<file path="src/rtl/blob_tracker_multi.sv">
// blob_tracker_multi: single-pass per-channel centroid, pixel count and bounding box tracker.
// At frame end each channel is divided out sequentially and emitted as one valid/ready record.
// Optional feature macro: BLOB_TRACKER_SMOOTH_EN adds a per-channel IIR, out = (3*prev + new) >> 2, to the centroid.
module blob_tracker_multi #(
   parameter int CHANNELS  = 2,
   parameter int H_W       = 11,
   parameter int V_W       = 10,
   parameter int MAX_PIX   = 786432,
   parameter int MIN_COUNT = 16,
   localparam int CNT_W    = $clog2(MAX_PIX + 1),
   localparam int CH_W     = $clog2(CHANNELS) + 1
) (
   input  logic                clk_in,
   input  logic                rst_in,
   input  logic [H_W-1:0]      x_in,
   input  logic [V_W-1:0]      y_in,
   input  logic [CHANNELS-1:0] valid_in,
   input  logic                tabulate_in,
   input  logic                ready_in,
   output logic                valid_out,
   output logic [CH_W-1:0]     ch_out,
   output logic [H_W-1:0]      x_out,
   output logic [V_W-1:0]      y_out,
   output logic [H_W-1:0]      left_out,
   output logic [H_W-1:0]      right_out,
   output logic [V_W-1:0]      top_out,
   output logic [V_W-1:0]      bot_out,
   output logic [CNT_W-1:0]    count_out,
   output logic                empty_out,
   output logic                busy_out,
   output logic                overrun_out
);
   localparam int SX_W = H_W + CNT_W;
   localparam int SY_W = V_W + CNT_W;
   localparam int D_W  = (SX_W > SY_W) ? SX_W : SY_W;
   localparam int K_W  = $clog2(D_W + 1);

   typedef enum logic [1:0] {IDLE, DIVIDE, DIV_Y, EMIT} state_t;
   state_t state, state_nxt;

   logic [SX_W-1:0]  sx    [CHANNELS], nsx   [CHANNELS], ssx   [CHANNELS];
   logic [SY_W-1:0]  sy    [CHANNELS], nsy   [CHANNELS], ssy   [CHANNELS];
   logic [CNT_W-1:0] cnt   [CHANNELS], ncnt  [CHANNELS], scnt  [CHANNELS];
   logic [H_W-1:0]   minx  [CHANNELS], nminx [CHANNELS], sminx [CHANNELS];
   logic [H_W-1:0]   maxx  [CHANNELS], nmaxx [CHANNELS], smaxx [CHANNELS];
   logic [V_W-1:0]   miny  [CHANNELS], nminy [CHANNELS], sminy [CHANNELS];
   logic [V_W-1:0]   maxy  [CHANNELS], nmaxy [CHANNELS], smaxy [CHANNELS];

   logic [CH_W-1:0]  cidx, nidx;
   logic [SX_W-1:0]  ld_sx;
   logic [SY_W-1:0]  ld_sy;
   logic [CNT_W-1:0] ld_cnt;
   logic [H_W-1:0]   ld_minx, ld_maxx;
   logic [V_W-1:0]   ld_miny, ld_maxy;
   logic             ld_empty, load, x_last, y_last;

   logic [D_W-1:0]   q, q_nxt;
   logic [CNT_W-1:0] rem, rem_nxt, div_d;
   logic [CNT_W:0]   rem_sh;
   logic             ge;
   logic [K_W-1:0]   k;
   logic [SY_W-1:0]  hold_sy;
   logic [H_W-1:0]   x_raw, fin_x, empty_x;
   logic [V_W-1:0]   fin_y, empty_y;

   assign valid_out = (state == EMIT);
   assign busy_out  = (state != IDLE);
   assign ch_out    = cidx;

   // Live accumulator update for the current pixel; count saturation also freezes the sums.
   always_comb begin
      for (int unsigned c = 0; c < CHANNELS; c++) begin
         nsx[c]   = sx[c];
         nsy[c]   = sy[c];
         ncnt[c]  = cnt[c];
         nminx[c] = minx[c];
         nmaxx[c] = maxx[c];
         nminy[c] = miny[c];
         nmaxy[c] = maxy[c];
         if (valid_in[c]) begin
            if (cnt[c] != CNT_W'(MAX_PIX)) begin
               nsx[c]  = sx[c] + SX_W'(x_in);
               nsy[c]  = sy[c] + SY_W'(y_in);
               ncnt[c] = cnt[c] + CNT_W'(1);
            end
            if (x_in < minx[c]) nminx[c] = x_in;
            if (x_in > maxx[c]) nmaxx[c] = x_in;
            if (y_in < miny[c]) nminy[c] = y_in;
            if (y_in > maxy[c]) nmaxy[c] = y_in;
         end
      end
   end

   // Live accumulators; any frame-end strobe clears them, busy or not.
   always_ff @(posedge clk_in) begin
      for (int unsigned c = 0; c < CHANNELS; c++) begin
         if (rst_in || tabulate_in) begin
            sx[c]   <= '0;
            sy[c]   <= '0;
            cnt[c]  <= '0;
            minx[c] <= '1;
            maxx[c] <= '0;
            miny[c] <= '1;
            maxy[c] <= '0;
         end else begin
            sx[c]   <= nsx[c];
            sy[c]   <= nsy[c];
            cnt[c]  <= ncnt[c];
            minx[c] <= nminx[c];
            maxx[c] <= nmaxx[c];
            miny[c] <= nminy[c];
            maxy[c] <= nmaxy[c];
         end
      end
   end

   // Frame snapshot, taken only from IDLE and including the pixel on the strobe cycle.
   always_ff @(posedge clk_in) begin
      for (int unsigned c = 0; c < CHANNELS; c++) begin
         if (rst_in) begin
            ssx[c]   <= '0;
            ssy[c]   <= '0;
            scnt[c]  <= '0;
            sminx[c] <= '0;
            smaxx[c] <= '0;
            sminy[c] <= '0;
            smaxy[c] <= '0;
         end else if (tabulate_in && state == IDLE) begin
            ssx[c]   <= nsx[c];
            ssy[c]   <= nsy[c];
            scnt[c]  <= ncnt[c];
            sminx[c] <= nminx[c];
            smaxx[c] <= nmaxx[c];
            sminy[c] <= nminy[c];
            smaxy[c] <= nmaxy[c];
         end
      end
   end

   // Operand select for the next channel; channel 0 comes straight from the live values
   // because the snapshot is being written on the same edge.
   always_comb begin
      nidx    = (state == IDLE) ? '0 : cidx + CH_W'(1);
      ld_sx   = '0;
      ld_sy   = '0;
      ld_cnt  = '0;
      ld_minx = '0;
      ld_maxx = '0;
      ld_miny = '0;
      ld_maxy = '0;
      for (int unsigned i = 0; i < CHANNELS; i++) begin
         if (nidx == CH_W'(i)) begin
            if (state == IDLE) begin
               ld_sx   = nsx[i];
               ld_sy   = nsy[i];
               ld_cnt  = ncnt[i];
               ld_minx = nminx[i];
               ld_maxx = nmaxx[i];
               ld_miny = nminy[i];
               ld_maxy = nmaxy[i];
            end else begin
               ld_sx   = ssx[i];
               ld_sy   = ssy[i];
               ld_cnt  = scnt[i];
               ld_minx = sminx[i];
               ld_maxx = smaxx[i];
               ld_miny = sminy[i];
               ld_maxy = smaxy[i];
            end
         end
      end
      ld_empty = (ld_cnt < CNT_W'(MIN_COUNT));
   end

   // One restoring-division step; the dividend is left-aligned so the quotient fills q from the bottom.
   always_comb begin
      rem_sh  = {rem, q[D_W-1]};
      ge      = (rem_sh >= {1'b0, div_d});
      rem_nxt = ge ? CNT_W'(rem_sh - {1'b0, div_d}) : rem_sh[CNT_W-1:0];
      q_nxt   = {q[D_W-2:0], ge};
      x_last  = (state == DIVIDE) && (k == K_W'(SX_W - 1));
      y_last  = (state == DIV_Y) && (k == K_W'(SY_W - 1));
   end

`ifdef BLOB_TRACKER_SMOOTH_EN
   logic [H_W-1:0] prev_x [CHANNELS];
   logic [V_W-1:0] prev_y [CHANNELS];
   logic [H_W-1:0] cur_px;
   logic [V_W-1:0] cur_py;
   logic [H_W+1:0] sum_x;
   logic [V_W+1:0] sum_y;

   // IIR blend against the channel's previous centroid; empty records replay the history.
   always_comb begin
      cur_px  = '0;
      cur_py  = '0;
      empty_x = '0;
      empty_y = '0;
      for (int unsigned i = 0; i < CHANNELS; i++) begin
         if (cidx == CH_W'(i)) begin
            cur_px = prev_x[i];
            cur_py = prev_y[i];
         end
         if (nidx == CH_W'(i)) begin
            empty_x = prev_x[i];
            empty_y = prev_y[i];
         end
      end
      sum_x = ({2'b00, cur_px} << 1) + {2'b00, cur_px} + {2'b00, x_raw};
      sum_y = ({2'b00, cur_py} << 1) + {2'b00, cur_py} + {2'b00, q_nxt[V_W-1:0]};
      fin_x = H_W'(sum_x >> 2);
      fin_y = V_W'(sum_y >> 2);
   end

   // History registers advance only when a non-empty record completes.
   always_ff @(posedge clk_in) begin
      for (int unsigned c = 0; c < CHANNELS; c++) begin
         if (rst_in) begin
            prev_x[c] <= '0;
            prev_y[c] <= '0;
         end else if (y_last && cidx == CH_W'(c)) begin
            prev_x[c] <= fin_x;
            prev_y[c] <= fin_y;
         end
      end
   end
`else
   // Raw centroid straight from the divider; empty records report zero.
   always_comb begin
      fin_x   = x_raw;
      fin_y   = q_nxt[V_W-1:0];
      empty_x = '0;
      empty_y = '0;
   end
`endif

   // State register.
   always_ff @(posedge clk_in) begin
      if (rst_in) state <= IDLE;
      else        state <= state_nxt;
   end

   // Next state; an empty channel skips both divides and goes straight to EMIT.
   always_comb begin
      state_nxt = state;
      load      = 1'b0;
      case (state)
         IDLE:    if (tabulate_in) load = 1'b1;
         DIVIDE:  if (x_last) state_nxt = DIV_Y;
         DIV_Y:   if (y_last) state_nxt = EMIT;
         EMIT: begin
            if (ready_in) begin
               if (cidx == CH_W'(CHANNELS - 1)) state_nxt = IDLE;
               else                             load      = 1'b1;
            end
         end
         default: state_nxt = IDLE;
      endcase
      if (load) state_nxt = ld_empty ? EMIT : DIVIDE;
   end

   // Divider sequencing and record registers.
   always_ff @(posedge clk_in) begin
      if (rst_in) begin
         q           <= '0;
         rem         <= '0;
         div_d       <= '0;
         k           <= '0;
         hold_sy     <= '0;
         cidx        <= '0;
         x_raw       <= '0;
         x_out       <= '0;
         y_out       <= '0;
         left_out    <= '0;
         right_out   <= '0;
         top_out     <= '0;
         bot_out     <= '0;
         count_out   <= '0;
         empty_out   <= 1'b0;
         overrun_out <= 1'b0;
      end else begin
         overrun_out <= tabulate_in && (state != IDLE);
         if (state == DIVIDE || state == DIV_Y) begin
            q   <= q_nxt;
            rem <= rem_nxt;
            k   <= k + K_W'(1);
            if (x_last) begin
               x_raw <= q_nxt[H_W-1:0];
               q     <= D_W'(hold_sy) << (D_W - SY_W);
               rem   <= '0;
               k     <= '0;
            end
            if (y_last) begin
               x_out <= fin_x;
               y_out <= fin_y;
            end
         end
         if (load) begin
            cidx      <= nidx;
            q         <= D_W'(ld_sx) << (D_W - SX_W);
            rem       <= '0;
            k         <= '0;
            div_d     <= ld_cnt;
            hold_sy   <= ld_sy;
            count_out <= ld_cnt;
            empty_out <= ld_empty;
            if (ld_empty) begin
               x_out     <= empty_x;
               y_out     <= empty_y;
               left_out  <= '0;
               right_out <= '0;
               top_out   <= '0;
               bot_out   <= '0;
            end else begin
               left_out  <= ld_minx;
               right_out <= ld_maxx;
               top_out   <= ld_miny;
               bot_out   <= ld_maxy;
            end
         end
      end
   end
endmodule
</file>
<file path="config.mk">
export PLATFORM = sky130hd
export DESIGN_NAME = blob_tracker_multi
export DESIGN_NICKNAME = d
export VERILOG_FILES = /design/src/rtl/blob_tracker_multi.sv
export SDC_FILE = /design/constraint.sdc
export NUM_CORES = 1
export LEC_CHECK = 0
export BUFFER_PORTS_ARGS = -buffer_cell sky130_fd_sc_hd__buf_4
export CAP_MARGIN = 5
export CELL_PAD_IN_SITES_DETAIL_PLACEMENT = 1
export CELL_PAD_IN_SITES_GLOBAL_PLACEMENT = 1
export CORE_UTILIZATION = 40
export DETAILED_ROUTE_END_ITERATION = 7
export PLACE_DENSITY = 0.67
export SYNTH_ARGS = -nofsm -noshare
export SYNTH_HDL_FRONTEND = slang
export SYNTH_SLANG_ARGS = --single-unit
</file>
<file path="constraint.sdc">
create_clock -name clk_in -period 19.5 [get_ports clk_in]
set_input_delay 1.95 -clock clk_in [delete_from_list [all_inputs] [get_ports clk_in]]
set_output_delay 1.95 -clock clk_in [all_outputs]
set_load 0.02 [all_outputs]
</file>
# --- Word level (Yosys, flattened, before mapping) ---
# Memory sizes are Yosys's and may differ from the RTL's.
# Index checks and enable logic that the tools add are counted.
totals:
  register_bits: 186
  mem_bits_rw: 492
  in_bits: 27
  output_inout_bits: 89
  wordCells: 226
  memories: 14
memory_table:
  columns: ["memory", "depth", "width", "read_ports", "rd_ports_with_merged_regs", "write_ports", "line_no", "rtl"]
  rows:
  - ["ssx", 2, 31, 2, 0, 2, "41", "logic [SX_W-1:0] sx [CHANNELS], nsx [CHANNELS], ssx [CHANNELS];"]
  - ["sx", 2, 31, 2, 0, 2, "41", null]
  - ["ssy", 2, 30, 2, 0, 2, "42", "logic [SY_W-1:0] sy [CHANNELS], nsy [CHANNELS], ssy [CHANNELS];"]
  - ["sy", 2, 30, 2, 0, 2, "42", null]
  - ["cnt", 2, 20, 2, 0, 2, "43", "logic [CNT_W-1:0] cnt [CHANNELS], ncnt [CHANNELS], scnt [CHANNELS];"]
  - ["scnt", 2, 20, 2, 0, 2, "43", null]
  - ["+8 memories", null, null, null, null, null, null, null]
classes:
  add_sub_neg: 9
  n_lt_le_gt_ge: 10
  eq_ne: 13
  mux: 122
  bitwise_logic: 28
  n_reduce_logical: 14
ops:
  columns: ["cell", "n"]
  rows:
  - ["31-bit two-way mux", 15]
  - ["30-bit two-way mux", 12]
  - ["11-bit two-way mux", 30]
  - ["10-bit two-way mux", 30]
  - ["20-bit two-way mux", 14]
  - ["31-bit by 11-bit adder with 31-bit output", 2]
  - ["30-bit by 10-bit adder with 30-bit output", 2]
  - ["20-bit by 1-bit adder with 20-bit output (second input constant)", 2]
  - ["20-bit != test (second input constant)", 2]
  - ["1-bit bitwise OR", 28]
  - ["11-bit > comparator", 2]
  - ["11-bit less-than comparator", 2]
  - ["21-bit by 20-bit greater-or-equal comparator with 1-bit output", 1]
  - ["10-bit > comparator", 2]
  - ["10-bit less-than comparator", 2]
  - ["20-bit by 5-bit less-than comparator with 1-bit output (second input constant)", 1]
  - ["20-bit subtractor", 1]
  - ["2-bit two-way mux", 7]
  - ["1-bit two-way mux", 11]
  - ["5-bit == test (second input constant)", 2]
  - ["2-bit by 1-bit == test with 1-bit output (second input constant)", 3]
  - ["3-bit != test (second input constant)", 2]
  - ["2-bit one-hot mux with 3 select lines", 1]
  - ["5-bit by 1-bit adder with 5-bit output (second input constant)", 1]
  - ["other kinds (14)", 21]

# --- Longest topological paths before layout ---
# Gate-level depths: netlist of run 1.
# An unclocked memory read counts as a cell.
depth:
  depth_word: 10
  depth_mapped: 13
  ltp_nobuf: 11

# --- Worst setup path before layout of run 1 ---
# OpenSTA, ideal clock, no wires.
synth_path:
  path_type: "input port to flip-flop"
  startpoint: "in rst_in"
  endpoint: "mem scnt[0][0] (netlist name) (enable)"
  setup_ns: 1.913
  t_arrival_ns: 6.777
  required_ns: 17.587
  path_slack_ns: 10.809
  path_stages: 5
  path_buffers: 3
  cell_sequence: "clkbuf_1 -> inv_1 -> clkbuf_1 -> buf_1 -> nand2_1"
synth_rtl:
  columns: ["element", "line_no", "rtl"]
  rows:
  - ["start: declaration", "14", "input logic rst_in,"]
  - ["end: declaration", "43", null]

# --- Worst setup path after layout of run 1 ---
layout_path:
  startpoint: "reg state[1]"
  endpoint: "out busy_out"
layout_via:
  elab_chain_cells: 1
layout_rtl:
  columns: ["element", "line_no", "rtl"]
  rows:
  - ["start: declaration", "39", "state_t state, state_nxt;"]
  - ["start signal: assignment", "240", "else state <= state_nxt;"]
  - ["2-bit nonzero test", "67", "assign busy_out = (state != IDLE);"]
  - ["end: declaration", "30", "output logic busy_out,"]
# Every way passes these cells.

==> impl_metrics.yaml, run 1 <==
global_routing:
  grt_pass1_vias: 28300
  antenna_found_initial: 0
  grt_pass1_wl_microns: 164000
  grt_start_max_net_pins: 92
  grtUsageTotal_pct: 24.5
  grt.overflow.total: 0
setup_path:
  r2r-end: "bot_out[0]"
  endpoint_kind: "primary output"
  crit_arrival_ps: 3060
  r2r-start: "ch_out[0]"
  cp-endpoint: "busy_out"
  cp-start-kind: "flop"
  critical_path.max_fanout: 64
  cp_data_required_time_ps: 17550
  worstSetupPathType: "reg -> out"
  critPathLaunch: "state[1]"
  r2r_slack_ps: 15020
  ff2ff_path_depth: 10
clock_tree:
  postCtsSetupRepairBufs: 0
  clk_pin_slew_ps: 60
  cts.sinks: 678
  clockBufferDepth: 3
  numCtsBuffers: 79
  clock-root-buffer: "clkbuf_16"
  post_cts_resize_count: 0
  cts.hold.buffers_added: 0
  htree_levels: 3
  cts_tree: "built"
  clock_latency_ps: 630
cells_and_area:
  finalInstanceArea_sq_um: 37700
  nets: 3713
  drive_above_1_share_pct: 10.0
  syn_to_final_growth_pct: 13.1
sta:
  setup_viol: 0
  finalCriticalPeriod_ps: 5010
  fin_crit_sh_pct: 25.7
  relSlewSlack_pct: 20.2
  setup_tns_ps: 0
  finalHoldViolCount: 0
  clock.fmax_mhz: 200
  drv_slew: 0
  grt_setup_unrepaired: "false"
  setup_slack_ps: 14490
  worst_slew_pin_slew_ps: 1190
  clock_skew_ps: 25.9
floorplan:
  rows: 105
  start_util_pct: 40.5
  core_area_sq_um: 82200
  die_h_microns: 291
  die_area_sq_um: 84400
  die-width_microns: 291
  io_pins: 116
place:
  gp_congestion: 0.883
  port_buffers: 115
  placed_cell_area_sq_um: 35000
  pre_cts_ws_ps: 14250
  detailed_place_hpwl_microns: 70800
drt:
  detail-route-antenna-nets: 0
  drt-wirelength-per-cell_microns: 22.4
  route.detailed.drc: 0
  vias: 26500
  dr.pass1.iters: 5
  via_per_inst: 5.69
  first_iter_violations: 1401
  drt-total-wl_microns: 104000
synth:
  synth_fa_ha_area_share_pct: 6.16
  synthSimpleGateAreaFrac_pct: 16.4
  async_flop_share_pct: 0
  yosysUniqueCellTypes: 80
  synth_edf_count: 246
  synth_compound_area_share_pct: 14.0
  yosysWarnings: 0
  synth_area_per_cell_sq_um: 9.54
  synthFlopType: "dfxtp_1"
  synthCells: 3492
  syn_nets: 3680
  synth-seq-area-share_pct: 48.1
  synth_top_family_by_area: "simple AND/OR/NAND/NOR gates"
  synth_xor_xnor_area_share_pct: 4.05
  ys_ff_latch: 678
  synthesis.area_sq_um: 33300
  synth_mux_area_share_pct: 7.19
run_status:
  outcome: "finished clean"
power:
  leakage_nw: 14.3
  powerDensity_nw_per_um2: 132
  peakVddDrop_uv: 85.5
flow_run:
  max_cap_viol_count: 0
hold_path:
  hold_class: "reg -> reg"
==> logic make-up (layout without fill, tap and decap cells) <==
group,Yosys count,after routing
AO/OA/AOI/OAI,687,687
XOR/XNOR,154,154
adder cells (fa/ha/maj),161,161
buffers and inverters,343,443
flip-flops,678,678
multiplexers,238,238
other,0,1
AND/OR/NAND/NOR,1231,1231
==> layer usage <==
metal / wire [microns] / share of wire (%) / global-route usage (%) / vias to the layer above
met4: 3710 / 3.5 / 9.15 / 0
li1: - / - / - / 12500
met3: 3660 / 3.5 / 3.01 / 204
met5: 0 / 0 / 0 / -
met2: 51600 / 49 / 43.2 / 529
met1: 45400 / 43 / 30.5 / 13300
==> registers in the layout, summed over array words and instances, names as in the netlist, 22 cells and up <==
name	count
sy	60
scnt	40
q	31
maxx	22
hold_sy	30
smaxx	22
cnt	40
ssx	62
ssy	60
sx	62
minx	22
sminx	22
==> cell type report <==
| class | count | area, sq um |
|---|---|---|
| multi-input combinational | 2471 | 16000 |
| antenna | 1 | 2.50 |
| sequential | 678 | 16000 |
| clock buffer | 126 | 2420 |
| fill | 9225 | 44600 |
| inverter | 146 | 551 |
| tap | 1070 | 1340 |
| timing repair buffer | 149 | 1120 |
| clock inverter | 22 | 243 |
==> cell usage after synthesis, drive strengths merged (57+ instances only) <==
cell type / count / area [sq um]
mux2i: 227 / 2270
nor3: 57 / 285
edfxtp: 246 / 7390
nand3: 113 / 566
a21oi: 177 / 893
ha: 156 / 1950
dfxtp: 432 / 8650
xnor2: 61 / 534
buf: 60 / 307
inv: 146 / 548
o21ai: 189 / 1100
o22a: 61 / 534
nor2: 548 / 2060
nand2: 313 / 1170
xor2: 93 / 815
clkbuf: 137 / 515
==> how the worst min path moves through the flow <==
stage               startpoint  slack, ps  cells after the start    endpoint
finish                x_out[4]        460                      2    x_out[4]
global route          fin_x[1]        470                      2    fin_x[1]
CTS                   y_out[9]        460                      2    y_out[9]
detailed placement  bot_out[2]        450                      2  bot_out[2]
global placement    bot_out[6]        440                      2  bot_out[6]
floorplan                q[10]        420                      2       q[10]
==> worst max-delay path, cell delays in order (launching register included) <==
cell     delay [ps]
dfxtp_1         430
inv_1           100
ha_2            200
inv_4           660
buf_4           730
buf_4           270
==> cells in the final DEF, fill, tap and decap left out, drive strengths merged, types with 11 or more instances in the layout <==
master,count
a211oi,37
a21o,25
nor4,17
ha,156
a21oi,177
nor2,548
xnor2,61
mux2,11
clkbuf,126
xor2,93
nand2b,19
and4,14
clkinv,15
nand3,113
and2,12
and3,36
mux2i,227
o221ai,31
o21a,20
nand2,313
o22a,61
o2111a,12
inv,149
a31oi,13
buf,149
nor3,57
nor2b,26
nand4,36
o211ai,37
o21ai,189
dfxtp,432
edfxtp,246
==> metrics by stage <==
stage                     util, %  std cells  hold WS [ps]  power (mW)
after detailed placement     42.6       4512           449        3.49
after CTS                    45.8       4660           462        5.02
after global routing         45.8       4662           474        5.21
after global placement       42.6       4512           440        3.43
after floorplan                 -       3492           425        2.94
final                        45.8       4663           458        4.97
==> report_power, final <==
part	switching (mW)	leakage (nW)	internal (mW)
Sequential	0.147	6.18	1.71
Clock	0.619	1.31	0.895
Combinational	1.05	6.82	0.551
Note: power is estimated with default switching activity, not from simulation.
==> run 2, diff against run 1 <==
--- a/config.mk
+++ b/config.mk
@@ -5,13 +5,14 @@
 export SDC_FILE = /design/constraint.sdc
 export NUM_CORES = 1
 export LEC_CHECK = 0
+export ABC_AREA = 1
 export BUFFER_PORTS_ARGS = -buffer_cell sky130_fd_sc_hd__buf_4
 export CAP_MARGIN = 5
 export CELL_PAD_IN_SITES_DETAIL_PLACEMENT = 1
 export CELL_PAD_IN_SITES_GLOBAL_PLACEMENT = 1
 export CORE_UTILIZATION = 40
 export DETAILED_ROUTE_END_ITERATION = 7
-export PLACE_DENSITY = 0.67
+export PLACE_DENSITY = 0.73
 export SYNTH_ARGS = -nofsm -noshare
 export SYNTH_HDL_FRONTEND = slang
 export SYNTH_SLANG_ARGS = --single-unit
==> constraint.sdc (replaced) <==
create_clock -name clk_in -period 4.45 [get_ports clk_in]
set_input_delay 0.445 -clock clk_in [delete_from_list [all_inputs] [get_ports clk_in]]
set_output_delay 0.445 -clock clk_in [all_outputs]
set_load 0.02 [all_outputs]
==> impl_metrics.yaml, run 2 <==
run_status:
  outcome: "finished clean"
clock_tree:
  cts.hold.buffers_added: 0
  numCtsBuffers: 78
  htree_levels: 3
  postCtsSetupRepairBufs: 0
  clock-root-buffer: "clkbuf_16"
  post_cts_resize_count: 0
  clockBufferDepth: 3
  cts.sinks: 678
  clk_pin_slew_ps: 60
  clock_latency_ps: 640
  cts_tree: "built"
cells_and_area:
  layout_common_cells: "1,197 x nand2_1, 850 x nor2_1, 432 x dfxtp_1"
  utilization_pct: 45.8
  syn_to_final_growth_pct: 13.4
  fill_cells: 10800
  multiInputGateArea_sq_um: 16800
  ff_latch_area_sq_um: 16000
  antennaDiodeCount: 0
  instances_no_fill: 5933
  nets: 4901
  mostFrequentLayoutCell: "nand2_1"
  drive_above_1_share_pct: 6.49
  reg.largest.list: "ssx x62, sx x62"
  finalInstanceArea_sq_um: 39600
sta:
  grt_setup_unrepaired: "false"
  clock.fmax_mhz: 311
  finalCriticalPeriod_ps: 3220
  finalHoldViolCount: 0
  relSlewSlack_pct: 21.9
  setup_slack_ps: 1230
  worst_slew_pin_slew_ps: 1170
  drv_slew: 0
  setup_viol: 0
  fin_crit_sh_pct: 72.3
  setup_tns_ps: 0
  clock_skew_ps: 29.4
floorplan:
  die-width_microns: 298
  io_pins: 116
  core_area_sq_um: 86600
  rows: 108
  die_area_sq_um: 88500
  die_h_microns: 298
  start_util_pct: 40.3
global_routing:
  grt_pass1_vias: 31700
  grt_start_max_net_pins: 134
  grt_pass1_wl_microns: 177000
  antenna_found_initial: 0
  grt.overflow.total: 0
  grtUsageTotal_pct: 25.1
setup_path:
  crit_arrival_ps: 3700
  crit_slowest_cell: "nand2_1"
  cp_data_required_time_ps: 4940
  endpoint_kind: "flop"
  worstSetupPathType: "reg -> reg"
  crit_chain: "inv_1 > ha_4 > nor2_1 > inv_1 > nand2_4 > nor2_1 > nand2_1 > nand2_1 > nor2_1 > nand2_1 > nor2_1 > nand3_1 > nand2_1 > nor2_1"
  cp-start-kind: "flop"
  cp_common_cell: "nor2_1"
  cpPeakStageDelay_ps: 590
  critical_path.max_fanout: 21
synth:
  synth_top_area_share_pct: 24.7
  synthFlopType: "dfxtp_1"
  synthesis.area_sq_um: 34900
  yosysWarnings: 0
  synthCells: 4684
  yosysMostFrequentCell: "nand2_1"
  yosysTopAreaCell: "dfxtp_1"
  synth-seq-area-share_pct: 45.9
  ys_ff_latch: 678
  syn_nets: 4872
  synth_area_per_cell_sq_um: 7.46
  ys_top_cells_by_area: "dfxtp_1 25%, edfxtp_1 21%, nand2_1 13%"
  ys_top_cells_by_count: "1,201 x nand2_1, 854 x nor2_1, 432 x dfxtp_1"
  synth_edf_count: 246
  async_flop_share_pct: 0
  yosysUniqueCellTypes: 47
power:
  leakage_nw: 17.0
  peakVddDrop_uv: 1150
  powerDensity_nw_per_um2: 582
place:
  placed_cell_area_sq_um: 36900
  dp.cells: 5788
  gp_congestion: 0.862
  pre_cts_ws_ps: 1000
  port_buffers: 115
  detailed_place_hpwl_microns: 76400
drt:
  vias: 31100
  drt-total-wl_microns: 111000
  drt-wirelength-per-cell_microns: 18.8
  via_per_inst: 5.25
  route.detailed.drc: 0
  dr.pass1.iters: 4
  first_iter_violations: 1620
  detail-route-antenna-nets: 0
flow_run:
  max_cap_viol_count: 0
hold_path:
  hold_class: "in -> reg"
[run 2: cell types whose count changed after synthesis, sizes merged, moves of 34 or more]
cell / before / now
nand2: 313 / 1202
a211oi: 37 / 2
nand4: 36 / 70
o21ai: 189 / 357
a21oi: 177 / 240
mux2i: 227 / 20
nand3: 113 / 229
nor2: 548 / 857
o22a: 61 / 0
inv: 146 / 364
and3: 36 / 1
[run 2: logic make-up after synthesis]
logic type / synth area share, %
and+or+nand+nor: 28.5
AOI/OAI and AO/OA: 10.3
DFF: 45.9
buffers and inverters: 6.34
adders and majority gates: 5.87
xor gates and xnor gates: 2.58
muxes: 0.573
[run 2: stage by stage]
| step | power, mW | hold WS, ps |
|---|---|---|
| after floorplan | 12.8 | 430 |
| after global placement | 16.2 | 440 |
| after detailed placement | 16.3 | 444 |
| after CTS | 23.2 | 159 |
| after global routing | 24.4 | 175 |
| final | 23.1 | 181 |
[run 2: worst paths after layout]
path / start / to / slack, ps / depth (start not counted)
min: tabulate_in / overrun_out / 180 / 3
min reg2reg: bot_out[5] / bot_out[5] / 460 / 2
max reg2reg: state[0] / x_out[6] / 1230 / 14
max: state[0] / x_out[6] / 1230 / 14
[run 2: worst max-delay path, delay by kind of cell, from the launching register on]
family,cells,cell delay [ps]
buffers and inverters,2,270
and+or+nand+nor,11,2140
DFF,1,420
adders and majority gates,1,230
[run 2: area by class of cell]
| type | instances | share of cell area (%) |
|---|---|---|
| flip-flops and latches | 678 | 40.5 |
| clock inverters | 22 | 0.641 |
| repair buffers | 164 | 3.30 |
| well taps | 1155 | 3.65 |
| clock buffers | 123 | 6.16 |
| multi-input cells | 3424 | 42.3 |
| inverters | 367 | 3.51 |
[run 2: power by group]
group          switching, mW  internal (mW)
Combinational           5.94           2.62
Clock                   2.69           4.07
Sequential             0.480           7.26
Total                   9.11           13.9
[run 2: routing by layer]
metal	vias to the layer above	GRT usage [%]	share of wire, %
met4	0	8.70	3.1
met5	-	0	0
met1	15200	33.2	47
met3	160	3.23	3.5
li1	15300	-	-
met2	456	41.9	47
